===== src/rtl/gmii_tx_framer_if.sv =====
// ----------------------------------------------------------------------------
// gmii_tx_framer_if
//
// Purpose: payload byte stream carried from the repeater core into the GMII
// transmit framer. It is a plain valid/ready handshake with frame delimiting
// and an error marker per byte.
//
// Signals:
//   S_DATA  [7:0] payload byte                      (master -> slave)
//   S_VALID       payload byte valid                (master -> slave)
//   S_LAST        last byte of the current frame    (master -> slave)
//   S_ERR         byte is corrupt, flag it on TXER  (master -> slave)
//   S_READY       slave accepts the byte this cycle (slave -> master)
//
// Modports:
//   master - the repeater core side that sources bytes
//   slave  - the framer side that consumes bytes
// ----------------------------------------------------------------------------
interface gmii_tx_framer_if;
  logic [7:0] S_DATA;
  logic       S_VALID;
  logic       S_LAST;
  logic       S_ERR;
  logic       S_READY;

  modport master (
    output S_DATA,
    output S_VALID,
    output S_LAST,
    output S_ERR,
    input  S_READY
  );

  modport slave (
    input  S_DATA,
    input  S_VALID,
    input  S_LAST,
    input  S_ERR,
    output S_READY
  );
endinterface


===== src/rtl/gmii_tx_framer.sv =====
// ----------------------------------------------------------------------------
// gmii_tx_framer
//
// Purpose: egress framer for one GMII repeater port. It pulls payload bytes
// from the repeater core and drives the PHY transmit pins. Every frame gets a
// freshly generated preamble and SFD. A minimum inter-frame gap is held
// between frames. Upstream error bytes and mid-frame underruns are flagged on
// TXER.
//
// Parameters:
//   PRE_LEN  number of 0x55 preamble bytes before the SFD (1..15)
//   IFG_LEN  minimum number of TXEN-low cycles between frames (1..255)
//
// Ports:
//   TCLK      125 MHz GMII transmit clock, rising edge
//   SRST      synchronous reset, active high
//   s_if      payload stream (slave side): S_DATA/S_VALID/S_LAST/S_ERR in,
//             S_READY out (S_READY is decoded from the state register)
//   TXD       GMII transmit data, registered
//   TXEN      GMII transmit enable, registered
//   TXER      GMII transmit error, registered
//   BUSY      high whenever the framer is not idle
//   UNDERRUN  one-cycle pulse on the cycle an aborted frame shows TXER
// ----------------------------------------------------------------------------
module gmii_tx_framer #(
  parameter int PRE_LEN = 7,
  parameter int IFG_LEN = 12
) (
  input  logic                  TCLK,
  input  logic                  SRST,
  gmii_tx_framer_if.slave       s_if,
  output logic [7:0]            TXD,
  output logic                  TXEN,
  output logic                  TXER,
  output logic                  BUSY,
  output logic                  UNDERRUN
);

  typedef enum logic [2:0] {
    IDLE,
    PRE,
    SFD,
    DATA,
    DRAIN,
    IFG
  } state_t;

  // Terminal counts for the shared 8-bit counter
  localparam logic [7:0] PRE_LAST = 8'(PRE_LEN - 1);
  localparam logic [7:0] IFG_LAST = 8'(IFG_LEN - 1);

  localparam logic [7:0] PREAMBLE_BYTE = 8'h55;
  localparam logic [7:0] SFD_BYTE      = 8'hD5;

  state_t     r_state;
  state_t     w_nextState;
  logic [7:0] r_cnt;
  logic [7:0] w_nextCnt;
  logic [7:0] r_txd;
  logic [7:0] w_nextTxd;
  logic       r_txen;
  logic       w_nextTxen;
  logic       r_txer;
  logic       w_nextTxer;
  logic       r_underrun;
  logic       w_nextUnderrun;
  logic       w_ready;

  // Next-state and next-output decode. The GMII pins are registered from the
  // values computed here, so whatever is decided on a transition appears on
  // the pins during the first cycle of the new state. That makes the first
  // preamble byte show up right after S_VALID is seen in IDLE, and each
  // accepted byte show up the cycle after its handshake. The same counter
  // times the preamble and the inter-frame gap because they never overlap.
  // Every output defaults to the idle pattern (TXD 0, TXEN/TXER low), so the
  // underrun cycle only has to raise TXEN/TXER on top of TXD = 0.
  always_comb begin
    w_nextState    = r_state;
    w_nextCnt      = r_cnt;
    w_nextTxd      = 8'h00;
    w_nextTxen     = 1'b0;
    w_nextTxer     = 1'b0;
    w_nextUnderrun = 1'b0;
    w_ready        = 1'b0;

    case (r_state)
      IDLE: begin
        if (s_if.S_VALID) begin
          w_nextState = PRE;
          w_nextCnt   = 8'd0;
          w_nextTxd   = PREAMBLE_BYTE;
          w_nextTxen  = 1'b1;
        end
      end

      PRE: begin
        w_nextTxen = 1'b1;
        if (r_cnt == PRE_LAST) begin
          w_nextState = SFD;
          w_nextCnt   = 8'd0;
          w_nextTxd   = SFD_BYTE;
        end else begin
          w_nextCnt = r_cnt + 8'd1;
          w_nextTxd = PREAMBLE_BYTE;
        end
      end

      // The SFD cycle already accepts the first payload byte, so it shares
      // the data-phase handling. A missing byte here aborts the frame.
      SFD, DATA: begin
        w_ready    = 1'b1;
        w_nextTxen = 1'b1;
        if (s_if.S_VALID) begin
          w_nextTxd   = s_if.S_DATA;
          w_nextTxer  = s_if.S_ERR;
          w_nextCnt   = 8'd0;
          w_nextState = s_if.S_LAST ? IFG : DATA;
        end else begin
          w_nextTxer     = 1'b1;
          w_nextUnderrun = 1'b1;
          w_nextState    = DRAIN;
        end
      end

      // Swallow the rest of an aborted frame so the next frame starts clean
      DRAIN: begin
        w_ready = 1'b1;
        if (s_if.S_VALID && s_if.S_LAST) begin
          w_nextState = IFG;
          w_nextCnt   = 8'd0;
        end
      end

      // Entered on the handshake of the last byte, so IFG_LEN cycles here plus
      // the one IDLE cycle give exactly IFG_LEN TXEN-low cycles back to back
      IFG: begin
        if (r_cnt == IFG_LAST) begin
          w_nextState = IDLE;
          w_nextCnt   = 8'd0;
        end else begin
          w_nextCnt = r_cnt + 8'd1;
        end
      end

      default: begin
        w_nextState = IDLE;
        w_nextCnt   = 8'd0;
      end
    endcase
  end

  // State, counter and GMII output registers. Reset drops the line straight
  // to idle, truncating any frame in flight without TXER and without an IFG.
  always_ff @(posedge TCLK) begin
    if (SRST) begin
      r_state    <= IDLE;
      r_cnt      <= 8'd0;
      r_txd      <= 8'h00;
      r_txen     <= 1'b0;
      r_txer     <= 1'b0;
      r_underrun <= 1'b0;
    end else begin
      r_state    <= w_nextState;
      r_cnt      <= w_nextCnt;
      r_txd      <= w_nextTxd;
      r_txen     <= w_nextTxen;
      r_txer     <= w_nextTxer;
      r_underrun <= w_nextUnderrun;
    end
  end

  assign s_if.S_READY = w_ready;
  assign TXD          = r_txd;
  assign TXEN         = r_txen;
  assign TXER         = r_txer;
  assign UNDERRUN     = r_underrun;
  assign BUSY         = (r_state != IDLE);

endmodule


===== src/flat_wrapper.sv =====
// flat-port wrapper written by rule: the top's interface ports become plain ports
module gmii_tx_framer_flat 
#(
  parameter int PRE_LEN = 7,
  parameter int IFG_LEN = 12
)
  (TCLK, SRST, TXD, TXEN, TXER, BUSY, UNDERRUN, s_if_S_DATA, s_if_S_VALID, s_if_S_LAST, s_if_S_ERR, s_if_S_READY);
  gmii_tx_framer_if s_if_i ();
  input  logic TCLK;
  input  logic SRST;
  output logic [7:0] TXD;
  output logic TXEN;
  output logic TXER;
  output logic BUSY;
  output logic UNDERRUN;
  input wire logic [$bits(s_if_i.S_DATA)-1:0] s_if_S_DATA;
  input wire logic [$bits(s_if_i.S_VALID)-1:0] s_if_S_VALID;
  input wire logic [$bits(s_if_i.S_LAST)-1:0] s_if_S_LAST;
  input wire logic [$bits(s_if_i.S_ERR)-1:0] s_if_S_ERR;
  output wire logic [$bits(s_if_i.S_READY)-1:0] s_if_S_READY;
  assign s_if_i.S_DATA = s_if_S_DATA;
  assign s_if_i.S_VALID = s_if_S_VALID;
  assign s_if_i.S_LAST = s_if_S_LAST;
  assign s_if_i.S_ERR = s_if_S_ERR;
  assign s_if_S_READY = s_if_i.S_READY;
  gmii_tx_framer #(.PRE_LEN(PRE_LEN), .IFG_LEN(IFG_LEN)) u_core (.TCLK(TCLK), .SRST(SRST), .s_if(s_if_i), .TXD(TXD), .TXEN(TXEN), .TXER(TXER), .BUSY(BUSY), .UNDERRUN(UNDERRUN));
endmodule

===== config.mk =====
export PLATFORM = sky130hd
export DESIGN_NAME = gmii_tx_framer_flat
export DESIGN_NICKNAME = d
export VERILOG_FILES = /design/src/rtl/gmii_tx_framer_if.sv /design/src/rtl/gmii_tx_framer.sv /design/src/flat_wrapper.sv
export SDC_FILE = /design/constraint.sdc
export NUM_CORES = 1
export LEC_CHECK = 0
export BUFFER_PORTS_ARGS = -buffer_cell sky130_fd_sc_hd__buf_2
export CAP_MARGIN = 20
export CORE_UTILIZATION = 30
export CTS_CLUSTER_DIAMETER = 120
export DETAILED_ROUTE_END_ITERATION = 10
export PLACE_DENSITY = 0.57
export SLEW_MARGIN = 20
export SYNTH_ARGS = -nofsm -noshare
export SYNTH_HDL_FRONTEND = slang
export SYNTH_SLANG_ARGS = --single-unit

===== constraint.sdc =====
create_clock -name TCLK -period 2 [get_ports TCLK]
set_input_delay 0.1 -clock TCLK [delete_from_list [all_inputs] [get_ports TCLK]]
set_output_delay 0.1 -clock TCLK [all_outputs]
set_load 0.05 [all_outputs]

==> reports/metrics.cfg <==
[status]
run_status=finished clean

[clock_tree]
clk_path_buf_depth=2
clock_latency_ps=310
h-tree-depth=1
clock_sinks=22
cts_resized=0
cts_root_buf=clkbuf_4
numCtsBuffers=3
path_clk_slew_ps=120
cts_tree=built

[floorplanning]
initial_utilization=0.323
die_h_um=59.8
ios=26
die-width_um=59.8
core_area_um2=3100
rows=20
die_area_um2=3570

[sta]
final.period_utilization=0.807
finalCriticalPeriod_ps=1610
fmax_ghz=0.619
rsz0062_at_grt=false
finalSetupTns_ps=0
final_max_slew_viol_count=0
setup_viol=0
tightest_slew_ps=385
hold_violations=0
fin_skew_ps=2.53
layout_setup_ws_ps=386
slew_headroom=0.742

[critical_path]
cp.required_ps=2210
start_kind=flop
arrival_ps=1830
rr_startpoint=u_core.r_cnt[4]
path_max_fanout=7
worstSetupEndpointType=flop
critPathKind=flop to flop
critPathLaunch=u_core.r_cnt[4]

[pwr]
pwr-share-comb=0.232
p_leak_nw=0.546
powerDensity_nw_per_um2=867
p_int_mw=0.743
p_clk_frac=0.317
p_switching_mw=0.333
switching_share=0.309
ir_worst_vdd_v=0.000453
pwr-share-seq=0.451

[routing]
num_vias=860
vias_per_cell=4.83
first_pass_iters=4
wl_per_cell_um=11.9
final_antenna_net_count=0
drt_wl_total_mm=2.11
drt_iter0_drc=43
drc=0

[logic_synthesis]
synth-seq-cells=22
synth_cells=105
syn_area_per_cell_um2=9.53
synth_compound_area_frac=0.204
synth_xor_area_frac=0.0175
synth_fa_ha_area_frac=0.0250
syn_area_um2=1000
yosys.cell_types.count=44
synth_top_family_by_area=simple AND/OR/NAND/NOR gates
synthSimpleGateAreaFrac=0.260
synth_area_leaders=dfxtp_1, a21oi_1, nand2_1
syn_nets=120
ys_warn_count=0
synth_mux_area_frac=0.0113
yosysTopAreaCellShare=0.440
ys_seq_area_frac=0.440
yosysTopAreaCell=dfxtp_1

[global_route]
antenna_found_initial=0
first_global_vias=808
gr-usage-all-layers=0.131
globalRouteOverflowTotal=0
grt_max_degree=14
grt_pass1_wl_mm=3.44

[final_layout]
final_common_cell=buf_2
area_growth_pct=23.9
drive_above_1_share=0.306
finalNetCount=150
fin_util=0.400
final_cell_mix=buf_2, dfxtp_1, nor2_1, nand2_1, a21oi_1
antenna_cells=0

[place]
place_hpwl_mm=1.51
io_buffers=25
gp_congestion=0.721
pre_cts_ws_ps=406

[hold_path]
hold_path.class=input port to flop
min_from=s_if_S_DATA[4]

[flow_run]
drv_cap=0

## cell type report
| type | count | area, um2 |
|---|---|---|
| flip-flops and latches | 22 | 440 |
| inverters | 5 | 18.8 |
| multi-input cells | 75 | 518 |
| well taps | 44 | 55.1 |
| clock buffers | 3 | 22.5 |
| fillers | 337 | 1860 |
| repair buffers | 28 | 155 |
| clock inverters | 1 | 30.0 |
## per-layer routing
| layer | wire (um) | track usage |
|---|---|---|
| met5 | 0 | 0 |
| met4 | 10 | 0.0498 |
| met3 | 98 | 0.0411 |
| met2 | 1050 | 0.232 |
| met1 | 955 | 0.145 |
## Yosys cell counts, drive strengths merged
| library cell | count |
|---|---|
| nand4 | 1 |
| or3 | 2 |
| inv | 5 |
| o211a | 1 |
| or2 | 1 |
| nand4b | 1 |
| buf | 3 |
| a221o | 2 |
| o2bb2ai | 1 |
| a21oi | 7 |
| nor2b | 1 |
| and2 | 3 |
| o21ba | 1 |
| and2b | 1 |
| ha | 2 |
| nand3 | 4 |
| o21ai | 5 |
| nand4bb | 1 |
| o311ai | 1 |
| a21boi | 1 |
| nor2 | 8 |
| and3 | 2 |
| nor3b | 1 |
| o21a | 1 |
| nor3 | 3 |
| a211o | 2 |
| xnor2 | 2 |
| a211oi | 1 |
| o41ai | 1 |
| nand2b | 4 |
| nor4 | 2 |
| nor4bb | 1 |
| dfxtp | 22 |
| mux2 | 1 |
| nand2 | 7 |
| a22o | 2 |
| and4 | 1 |
## state kept, by name (all words and copies together) (netlist names)
| register | cells |
|---|---|
| u_core.UNDERRUN | 1 |
| u_core.r_cnt | 8 |
| u_core.TXD | 8 |
| u_core.r_state | 3 |
| u_core.TXER | 1 |
| u_core.TXEN | 1 |
## through the flow
stage | power, mW | std cells | hold slack [ps] | instance area, um2
floorplan | 0.688 | 105 | 222 | 1000
global placement | 0.740 | 171 | 299 | 1160
detailed placement | 0.742 | 171 | 307 | 1160
CTS | 1.09 | 178 | 5.13 | 1240
global route | 1.13 | 178 | 10.8 | 1240
finish | 1.08 | 178 | 23.8 | 1240
## critical path, stage by stage (launching register included)
cell	delay [ps]
dfxtp_1	390
nor4_2	350
a21boi_4	320
nor3_2	120
a221o_1	340
## repair_timing
action | CTS | global route
endpoints found under the setup margin | 0 | 0
hold buffers | 3 | 0
hold endpoints to repair | 3 | 0
buffers inserted | 0 | 0
## power by group through the flow
stage               sequential, mW  combinational [mW]  clock [mW]
finish                       0.485               0.249       0.341
global route                 0.490               0.270       0.370
CTS                          0.485               0.252       0.357
detailed placement           0.495               0.247           0
global placement             0.495               0.245           0
floorplan                    0.553               0.135           0
## worst paths after layout
path,end,depth (start not counted),slack (ps)
setup / recovery,u_core.r_cnt[5],4,390
hold / removal,u_core.TXD[4],3,20
setup reg to reg,u_core.r_cnt[5],4,390
hold reg to reg,u_core.r_cnt[1],1,530
## cell families (layout without fill, tap and decap cells)
logic type	Yosys count	in the layout
multiplexers	1	1
buffers and inverters	8	37
AO/OA/AOI/OAI	26	26
adder cells (fa/ha/maj)	2	2
XOR/XNOR	2	2
flip-flops	22	22
AND/OR/NAND/NOR	44	44
Power figures use the tool's default switching activity.
